`src/rtl/axi_pkg.sv`:
```
// axi_pkg: AXI4 encodings and bridge FSM states shared by the master bridge.
package axi_pkg;
    localparam logic [1:0] BURST_INCR = 2'b01;
    localparam logic [1:0] RESP_OKAY  = 2'b00;
    localparam logic [2:0] SIZE_8B    = 3'd3;

    typedef enum logic [2:0] {IDLE, AR, R, WR, B} state_t;

    function automatic logic [7:0] clamp_len(input logic [7:0] len, input logic [7:0] max_len);
        return len > max_len ? max_len : len;
    endfunction
endpackage

```
`src/rtl/axi_master_bridge.sv`:
```
// axi_master_bridge: simple request port to AXI4 master, one transaction in flight,
// read bursts streamed back per R beat, single-beat writes completed on B.
module axi_master_bridge
    import axi_pkg::*;
#(
    parameter logic [3:0] AXI_ID  = 4'd0,
    parameter logic [7:0] MAX_LEN = 8'd7
) (
    input  logic        aclk,
    input  logic        areset,
    input  logic        req_valid,
    output logic        req_ready,
    input  logic        req_wen,
    input  logic [31:0] req_addr,
    input  logic [7:0]  req_len,
    input  logic [2:0]  req_size,
    input  logic [63:0] req_wdata,
    input  logic [7:0]  req_wstrb,
    output logic        resp_valid,
    output logic [63:0] resp_rdata,
    output logic        resp_last,
    output logic        resp_err,
    output logic [31:0] araddr,
    output logic [3:0]  arid,
    output logic [7:0]  arlen,
    output logic [2:0]  arsize,
    output logic [1:0]  arburst,
    output logic        arlock,
    output logic [3:0]  arcache,
    output logic [2:0]  arprot,
    output logic        arvalid,
    input  logic        arready,
    input  logic [3:0]  rid,
    input  logic [63:0] rdata,
    input  logic [1:0]  rresp,
    input  logic        rlast,
    input  logic        rvalid,
    output logic        rready,
    output logic [3:0]  awid,
    output logic [31:0] awaddr,
    output logic [7:0]  awlen,
    output logic [2:0]  awsize,
    output logic [1:0]  awburst,
    output logic        awlock,
    output logic [3:0]  awcache,
    output logic [2:0]  awprot,
    output logic        awvalid,
    input  logic        awready,
    output logic [3:0]  wid,
    output logic [63:0] wdata,
    output logic [7:0]  wstrb,
    output logic        wlast,
    output logic        wvalid,
    input  logic        wready,
    input  logic [3:0]  bid,
    input  logic [1:0]  bresp,
    input  logic        bvalid,
    output logic        bready
);
    state_t      st;
    logic [7:0]  cnt, len;
    logic [31:0] addr;
    logic [2:0]  size;
    logic        r_beat, b_beat;

    assign araddr  = addr;
    assign arid    = AXI_ID;
    assign arlen   = len;
    assign arsize  = size;
    assign arburst = BURST_INCR;
    assign arlock  = 1'b0;
    assign arcache = 4'd0;
    assign arprot  = 3'd0;
    assign awid    = AXI_ID;
    assign awaddr  = addr;
    assign awlen   = 8'd0;
    assign awsize  = size;
    assign awburst = BURST_INCR;
    assign awlock  = 1'b0;
    assign awcache = 4'd0;
    assign awprot  = 3'd0;
    assign wid     = AXI_ID;
    assign wlast   = 1'b1;

    // Responses pass straight through from R/B so the requester sees no extra latency.
    assign r_beat     = st == R && rvalid;
    assign b_beat     = st == B && bvalid;
    assign resp_valid = r_beat | b_beat;
    assign resp_rdata = r_beat ? rdata : 64'd0;
    assign resp_last  = r_beat ? rlast : b_beat;
    assign resp_err   = r_beat ? (rresp != RESP_OKAY || rid != AXI_ID || rlast != (cnt == len))
                               : b_beat && (bresp != RESP_OKAY || bid != AXI_ID);

    always_ff @(posedge aclk) begin
        if (areset) begin
            st        <= IDLE;
            req_ready <= 1'b0;
            arvalid   <= 1'b0;
            awvalid   <= 1'b0;
            wvalid    <= 1'b0;
            rready    <= 1'b0;
            bready    <= 1'b0;
            cnt       <= 8'd0;
            len       <= 8'd0;
            addr      <= 32'd0;
            size      <= 3'd0;
            wdata     <= 64'd0;
            wstrb     <= 8'd0;
        end else begin
            case (st)
                IDLE: begin
                    req_ready <= 1'b1;
                    if (req_valid && req_ready) begin
                        req_ready <= 1'b0;
                        addr      <= req_addr;
                        size      <= req_size;
                        len       <= clamp_len(req_len, MAX_LEN);
                        wdata     <= req_wdata;
                        wstrb     <= req_wstrb;
                        arvalid   <= !req_wen;
                        awvalid   <= req_wen;
                        wvalid    <= req_wen;
                        st        <= req_wen ? WR : AR;
                    end
                end
                AR: if (arready) begin
                    arvalid <= 1'b0;
                    rready  <= 1'b1;
                    cnt     <= 8'd0;
                    st      <= R;
                end
                R: if (rvalid) begin
                    cnt <= cnt + 8'd1;
                    if (rlast) begin
                        rready    <= 1'b0;
                        req_ready <= 1'b1;
                        st        <= IDLE;
                    end
                end
                WR: begin
                    // A low valid in WR means that channel's handshake already happened.
                    if (awready) awvalid <= 1'b0;
                    if (wready) wvalid <= 1'b0;
                    if ((!awvalid || awready) && (!wvalid || wready)) begin
                        bready <= 1'b1;
                        st     <= B;
                    end
                end
                B: if (bvalid) begin
                    bready    <= 1'b0;
                    req_ready <= 1'b1;
                    st        <= IDLE;
                end
                default: st <= IDLE;
            endcase
        end
    end
endmodule

```
`config.mk`:
```
export PLATFORM = sky130hd
export DESIGN_NAME = axi_master_bridge
export DESIGN_NICKNAME = d
export VERILOG_FILES = /design/src/rtl/axi_pkg.sv /design/src/rtl/axi_master_bridge.sv
export SDC_FILE = /design/constraint.sdc
export NUM_CORES = 1
export LEC_CHECK = 0
export CORE_AREA = 8 8 172 174
export DETAILED_ROUTE_END_ITERATION = 16
export DIE_AREA = 0 0 180 182
export GPL_ROUTABILITY_DRIVEN = 0
export HOLD_SLACK_MARGIN = 0.15
export SYNTH_ARGS = -nofsm -noshare
export SYNTH_HDL_FRONTEND = slang
export SYNTH_SLANG_ARGS = --single-unit
```
`constraint.sdc`:
```
create_clock -name aclk -period 2.49 [get_ports aclk]
set_input_delay 0.747 -clock aclk [delete_from_list [all_inputs] [get_ports aclk]]
set_output_delay 0.747 -clock aclk [all_outputs]
set_load 0.03 [all_outputs]
```
Word level (Yosys, flattened, before mapping). Index checks and enable logic that the tools add are counted.

Magnitude comparators: 1. Mux-type cells: 35. Bitwise operators: 1. Reduce and logical (&&, ||, !) cells: 32. Equality and inequality tests: 14. $add $sub $neg: 1.

Operators with widths (number): $mux W64 (1); $mux W8 (3); $mux W3 (6); $mux W1 (16); $ne A2 B2 Y1 const B (8); $pmux W8 S2 (1); $pmux W3 S5 (1); $reduce_and A3 Y1 (5); $reduce_bool A2 Y1 (6); $pmux W1 S2 (5); $add A8 B1 Y8 const B (1); $eq A8 B8 Y1 (1); $gt A8 B3 Y1 const B (1); $reduce_and A4 Y1 (2); $reduce_bool A4 Y1 (2); $eq A3 B2 Y1 const B (2); $reduce_and A6 Y1 (1); $logic_and A1 B1 Y1 (5); $logic_or A1 B1 Y1 (5); $eq A3 B1 Y1 const B (1); $eq A3 B3 Y1 const B (1); $logic_not A1 Y1 (3); $logic_not A3 Y1 (1); $pmux W1 S3 (1); 5 further kinds (5).

Bits of input ports: 201. Bits in registers: 132. Output and inout bits: 264. Word-level logic and storage cells: 97.

Longest topological paths before layout.
Depth after elaboration: 5. Gate-level depth with buffers: 7.

Worst setup path before layout. OpenSTA, ideal clock, no wires.

Kind: input to output. From: input port rvalid. To: output port resp_err. Required time: 1.743 ns. Data arrival time: 1.784 ns. Slack: -0.041 ns. Buffers on the path: 1. Stages on the path: 6. Path through: nand3b_1 > nor2_1 > buf_4 > nand2_1 > a21oi_1 > nand3b_1.

Cells in the longest elaborated chain, start to end: 2.

Ends and longest elaborated chain: from (decl) (RTL line axi_master_bridge.sv:37) `input logic rvalid,`; $logic_and A1 B1 Y1 (RTL line axi_master_bridge.sv:86) `assign r_beat = st == R && rvalid;`; $mux W1 (RTL line axi_master_bridge.sv:91) `assign resp_err = r_beat ? (rresp != RESP_OKAY || rid != AXI_ID || rlast != (cnt == len))`; to (decl) (RTL line axi_master_bridge.sv:22) `output logic resp_err,`.

No other way between the ends.

Worst setup path in the final report.
From: input port rvalid. To: output port resp_rdata[51].

Cells in the longest elaborated chain, start to end: 2.

Ends and longest elaborated chain: $logic_and A1 B1 Y1 (RTL line axi_master_bridge.sv:86); $mux W64 (RTL line axi_master_bridge.sv:89) `assign resp_rdata = r_beat ? rdata : 64'd0;`; to (decl) (RTL line axi_master_bridge.sv:20) `output logic [63:0] resp_rdata,`.

No other way between the ends.

==> summary.log <==
qor: logic_synthesis.ys_types 36
qor: floorplanning.num_io_pins 465
qor: route.drt_wl_total 27100 µm
qor: layout.num-fill-cells 2696
qor: hold_path.hold_path_depth 2
qor: clock_tree.cts-root-buf sky130_fd_sc_hd__clkbuf_16
qor: floorplanning.core_area 0.0267 mm²
qor: pwr.total_power 7.09 mW
qor: logic_synthesis.synth-edff-count 0
qor: clock_tree.clk_pin_slew 0.06 ns
qor: sta.final_critical_path_setup_slack -0.0178 ns
qor: logic_synthesis.synth_top_cell_area_share 44.4%
qor: route.total_vias_in_the_final_route 6339
qor: placed_design.worst_slack_placed -0.398 ns
qor: sta.unrepaired_setup_endpoints_after_global_routing true
qor: logic_synthesis.synth_area_per_cell 7.80 µm²
qor: layout.syn2layout_area_growth 87.0%
qor: logic_synthesis.synth-main-ff-cell sky130_fd_sc_hd__dfxtp_1
qor: clock_tree.worstSkewPairLatency 0.42 ns
qor: worst_setup_path.crit_required 1.74 ns
qor: clock_tree.ctsHtreeMaxLevel 4
qor: worst_setup_path.critical_path.cell_chain buf_6, nand3b_1, nor2_4, buf_12, buf_12, buf_16, and2_4, buf_6
qor: worst_setup_path.worst-endpoint-arrival 1.76 ns
qor: layout.post_route_cells_drive_above_1_share 15.1%
qor: logic_synthesis.post-synth-top-count-cell sky130_fd_sc_hd__nand2_1
qor: logic_synthesis.library_cell_with_the_largest_summed_area_after_synthesis sky130_fd_sc_hd__dfxtp_1
qor: global_route.grt_util_all_layers 16.0%
qor: worst_setup_path.setup.worst_path.end_class primary output
qor: layout.antenna-diode-count 0
qor: worst_setup_path.timing.reg2reg.worst_path_depth 7
qor: worst_setup_path.crit_buf_inv 5
qor: route.dr_wl_cell 18.0 µm
qor: pwr.power_switching 2.26 mW
qor: floorplanning.core.rowCount 60
qor: logic_synthesis.synthesis.instances 762
qor: global_route.initial_antenna_violation_count 0
qor: hold_path.worstHoldStart wdata[17]$_SDFFE_PP0P_
qor: logic_synthesis.mappedNetlistArea 0.00595 mm²
qor: sta.worst_clock_skew 0.0144 ns
qor: worst_setup_path.worst_path_largest_cell_delay 0.15 ns
qor: logic_synthesis.synth.area.top_cells sky130_fd_sc_hd__dfxtp_1, sky130_fd_sc_hd__nand2_1, sky130_fd_sc_hd__buf_4, sky130_fd_sc_hd__a21oi_1, sky130_fd_sc_hd__and2_1
qor: global_route.grt_pass1_wl 40500 µm
qor: floorplanning.die-width 180 µm
qor: sta.fin_crit_sh 101%
qor: run.cap_viol_max_count 0
qor: pwr.power.density_cell_area 638 mW/mm²
qor: worst_setup_path.critPathLaunchType input port
qor: clock_tree.cts_inserted_buffers 17
qor: status.failed_checks negative setup slack
qor: pwr.cellInternalPower 4.83 mW
qor: route.detail_route.drc_violations 0
qor: worst_setup_path.reg2reg_capture_point arlen[2]$_SDFFE_PP0P_
qor: floorplanning.floorplan.die_area 0.0328 mm²
qor: pwr.clock_power_share 37.1%
qor: global_route.grt_pass1_vias 6610
qor: pwr.seq_power_share 33.3%
qor: placed_design.portBuffers 423
qor: global_route.grt_max_degree 78
qor: pwr.peakVddDrop 379 µV
qor: pwr.p_leak 4.34 nW
qor: route.first_pass_detailed_route_iteration_total 4
qor: sta.final_report_max_slew_violation_count 0
qor: logic_synthesis.synth-async-reset-ratio 0%
qor: pwr.switching_share 31.9%
qor: layout.finish.instance_area 0.0111 mm²
qor: status.outcome finished with violations
qor: sta.final.min_clock_period 2.51 ns
qor: clock_tree.cts_buffer_depth 2
qor: worst_setup_path.worst_r2r_startpoint st[0]$_SDFFE_PP0P_
qor: floorplanning.initial_core_util 22.3%
qor: worst_setup_path.path_max_fanout 8
qor: layout.final_nets 1359
qor: route.avg_vias_per_cell 4.20
qor: route.postRouteAntennaNets 0
qor: logic_synthesis.ys.warnings.count 0
qor: clock_tree.cts_tree done
qor: sta.fmax 0.399 GHz
qor: hold_path.worstHoldPathType register to register
qor: worst_setup_path.timing.critical_path.slowest_stage_cell sky130_fd_sc_hd__nor2_4
qor: global_route.overflow 0
qor: hold_path.hold_path_end wdata[17]$_SDFFE_PP0P_
qor: worst_setup_path.worstSetupPathType input port to primary output
qor: placed_design.detailed_place_hpwl 21100 µm
qor: clock_tree.clock_sink_count 132
qor: placed_design.dpl_cell_area 0.0102 mm²
qor: worst_setup_path.setup.reg_to_reg.worst_slack 0.83 ns
qor: logic_synthesis.post_synth_most_frequent_cells sky130_fd_sc_hd__nand2_1, sky130_fd_sc_hd__dfxtp_1, sky130_fd_sc_hd__a21oi_1
qor: sta.setup_violations 21
qor: floorplanning.fp.dieH 182 µm
qor: logic_synthesis.synth.yosys.seq_area_share 44.4%
qor: sta.finalHoldViolCount 0
qor: pwr.pwr-share-comb 29.6%
qor: logic_synthesis.ys_seq_elements 132
qor: worst_setup_path.source_of_the_critical_timing_path rvalid
qor: route.dr.first_iter.drc_count 287
qor: worst_setup_path.cp_top_family buffers and inverters
==> placed cells by master, fill, tap and decap left out, types with 19 or more instances in the layout <==
| master | synthesis | routed |
|---|---|---|
| sky130_fd_sc_hd__clkdlybuf4s50_1 | 0 | 345 |
| sky130_fd_sc_hd__nand2_1 | 225 | 225 |
| sky130_fd_sc_hd__dfxtp_1 | 132 | 128 |
| sky130_fd_sc_hd__a21oi_1 | 118 | 118 |
| sky130_fd_sc_hd__buf_4 | 82 | 65 |
| sky130_fd_sc_hd__and2_1 | 69 | 44 |
| sky130_fd_sc_hd__conb_1 | 2 | 41 |
| sky130_fd_sc_hd__and2_4 | 0 | 25 |
| sky130_fd_sc_hd__nor2_1 | 22 | 21 |
| sky130_fd_sc_hd__buf_12 | 0 | 19 |
==> power groups by stage <==
stage / Sequential, mW / Combinational [mW] / Clock, mW
after detailed placement: 2.41 / 2.02 / 0
after global placement: 2.41 / 2.01 / 0
after floorplan: 2.67 / 0.856 / 0
after CTS: 2.37 / 2.12 / 2.72
final: 2.36 / 2.10 / 2.63
after global routing: 2.39 / 2.23 / 2.83
==> routing by layer <==
layer  track usage, %  vias to the layer above  wire [µm]
met4             4.97                        0        530
li1                 -                     3131          -
met1             15.8                     2898       9890
met3             6.63                       21       2300
met2             30.0                      289      14400
met5                0                        -          0
==> how the worst max path moves through the flow <==
stage	cells after the start	end
2_1_floorplan	6	resp_err
4_1_cts	7	resp_rdata[5]
3_3_place_gp	6	resp_rdata[27]
3_5_place_dp	6	resp_rdata[24]
6_report	8	resp_rdata[51]
5_1_grt	7	resp_rdata[41]
==> what timing repair did <==
item                                    CTS  global route
pin swaps                                23             1
endpoints found under the setup margin   67            49
hold buffers                              0             0
setup buffers                             4             0
cloned                                    4             1
gates resized for setup                  64             4
==> cell families (layout without fill, tap and decap cells) <==
group,Yosys count,count (layout),synth area share [%]
adder cells (fa/ha/maj),1,1,0.210
AND/OR/NAND/NOR,351,351,26.9
XOR/XNOR,13,13,1.91
multiplexers,1,1,0.168
flip-flops,132,132,44.4
AO/OA/AOI/OAI,132,132,11.6
buffers and inverters,130,498,14.7
other,2,41,0.126
==> registers in the layout (all words and copies together) (netlist names) <==
register	count
wdata	64
araddr	32
arlen	8
cnt	8
wstrb	8
arsize	3
st	3
arvalid	1
awvalid	1
bready	1
req_ready	1
rready	1
wvalid	1
==> layout make-up <==
| cell class | instances | area (µm²) | area share (%) |
|---|---|---|---|
| multi-input combinational | 539 | 2670 | 24.0 |
| clock inverter | 13 | 171 | 1.54 |
| timing repair buffer | 461 | 4740 | 42.6 |
| tap | 341 | 427 | 3.84 |
| sequential | 132 | 2650 | 23.8 |
| clock buffer | 18 | 439 | 3.95 |
| inverter | 6 | 22.5 | 0.203 |
==> tightest hold or removal path, cell delays in order, from the launching register on <==
cell and delay, ns:
sky130_fd_sc_hd__dfxtp_1 0.30, sky130_fd_sc_hd__nand2_1 0.05, sky130_fd_sc_hd__a21oi_1 0.05
==> stage by stage <==
stage | std cells | setup TNS [ns] | utilization [%] | hold slack [ns]
3_3_place_gp | 1470 | -22.35 | 38.2 | 0.441
6_report | 1510 | -0.211 | 41.7 | 0.452
2_1_floorplan | 801 | 0 | - | 0.498
5_1_grt | 1510 | -2.40 | 41.7 | 0.468
4_1_cts | 1509 | -0.260 | 41.6 | 0.454
3_5_place_dp | 1470 | -23.65 | 38.2 | 0.446
Note: power is estimated with default switching activity, not from simulation.
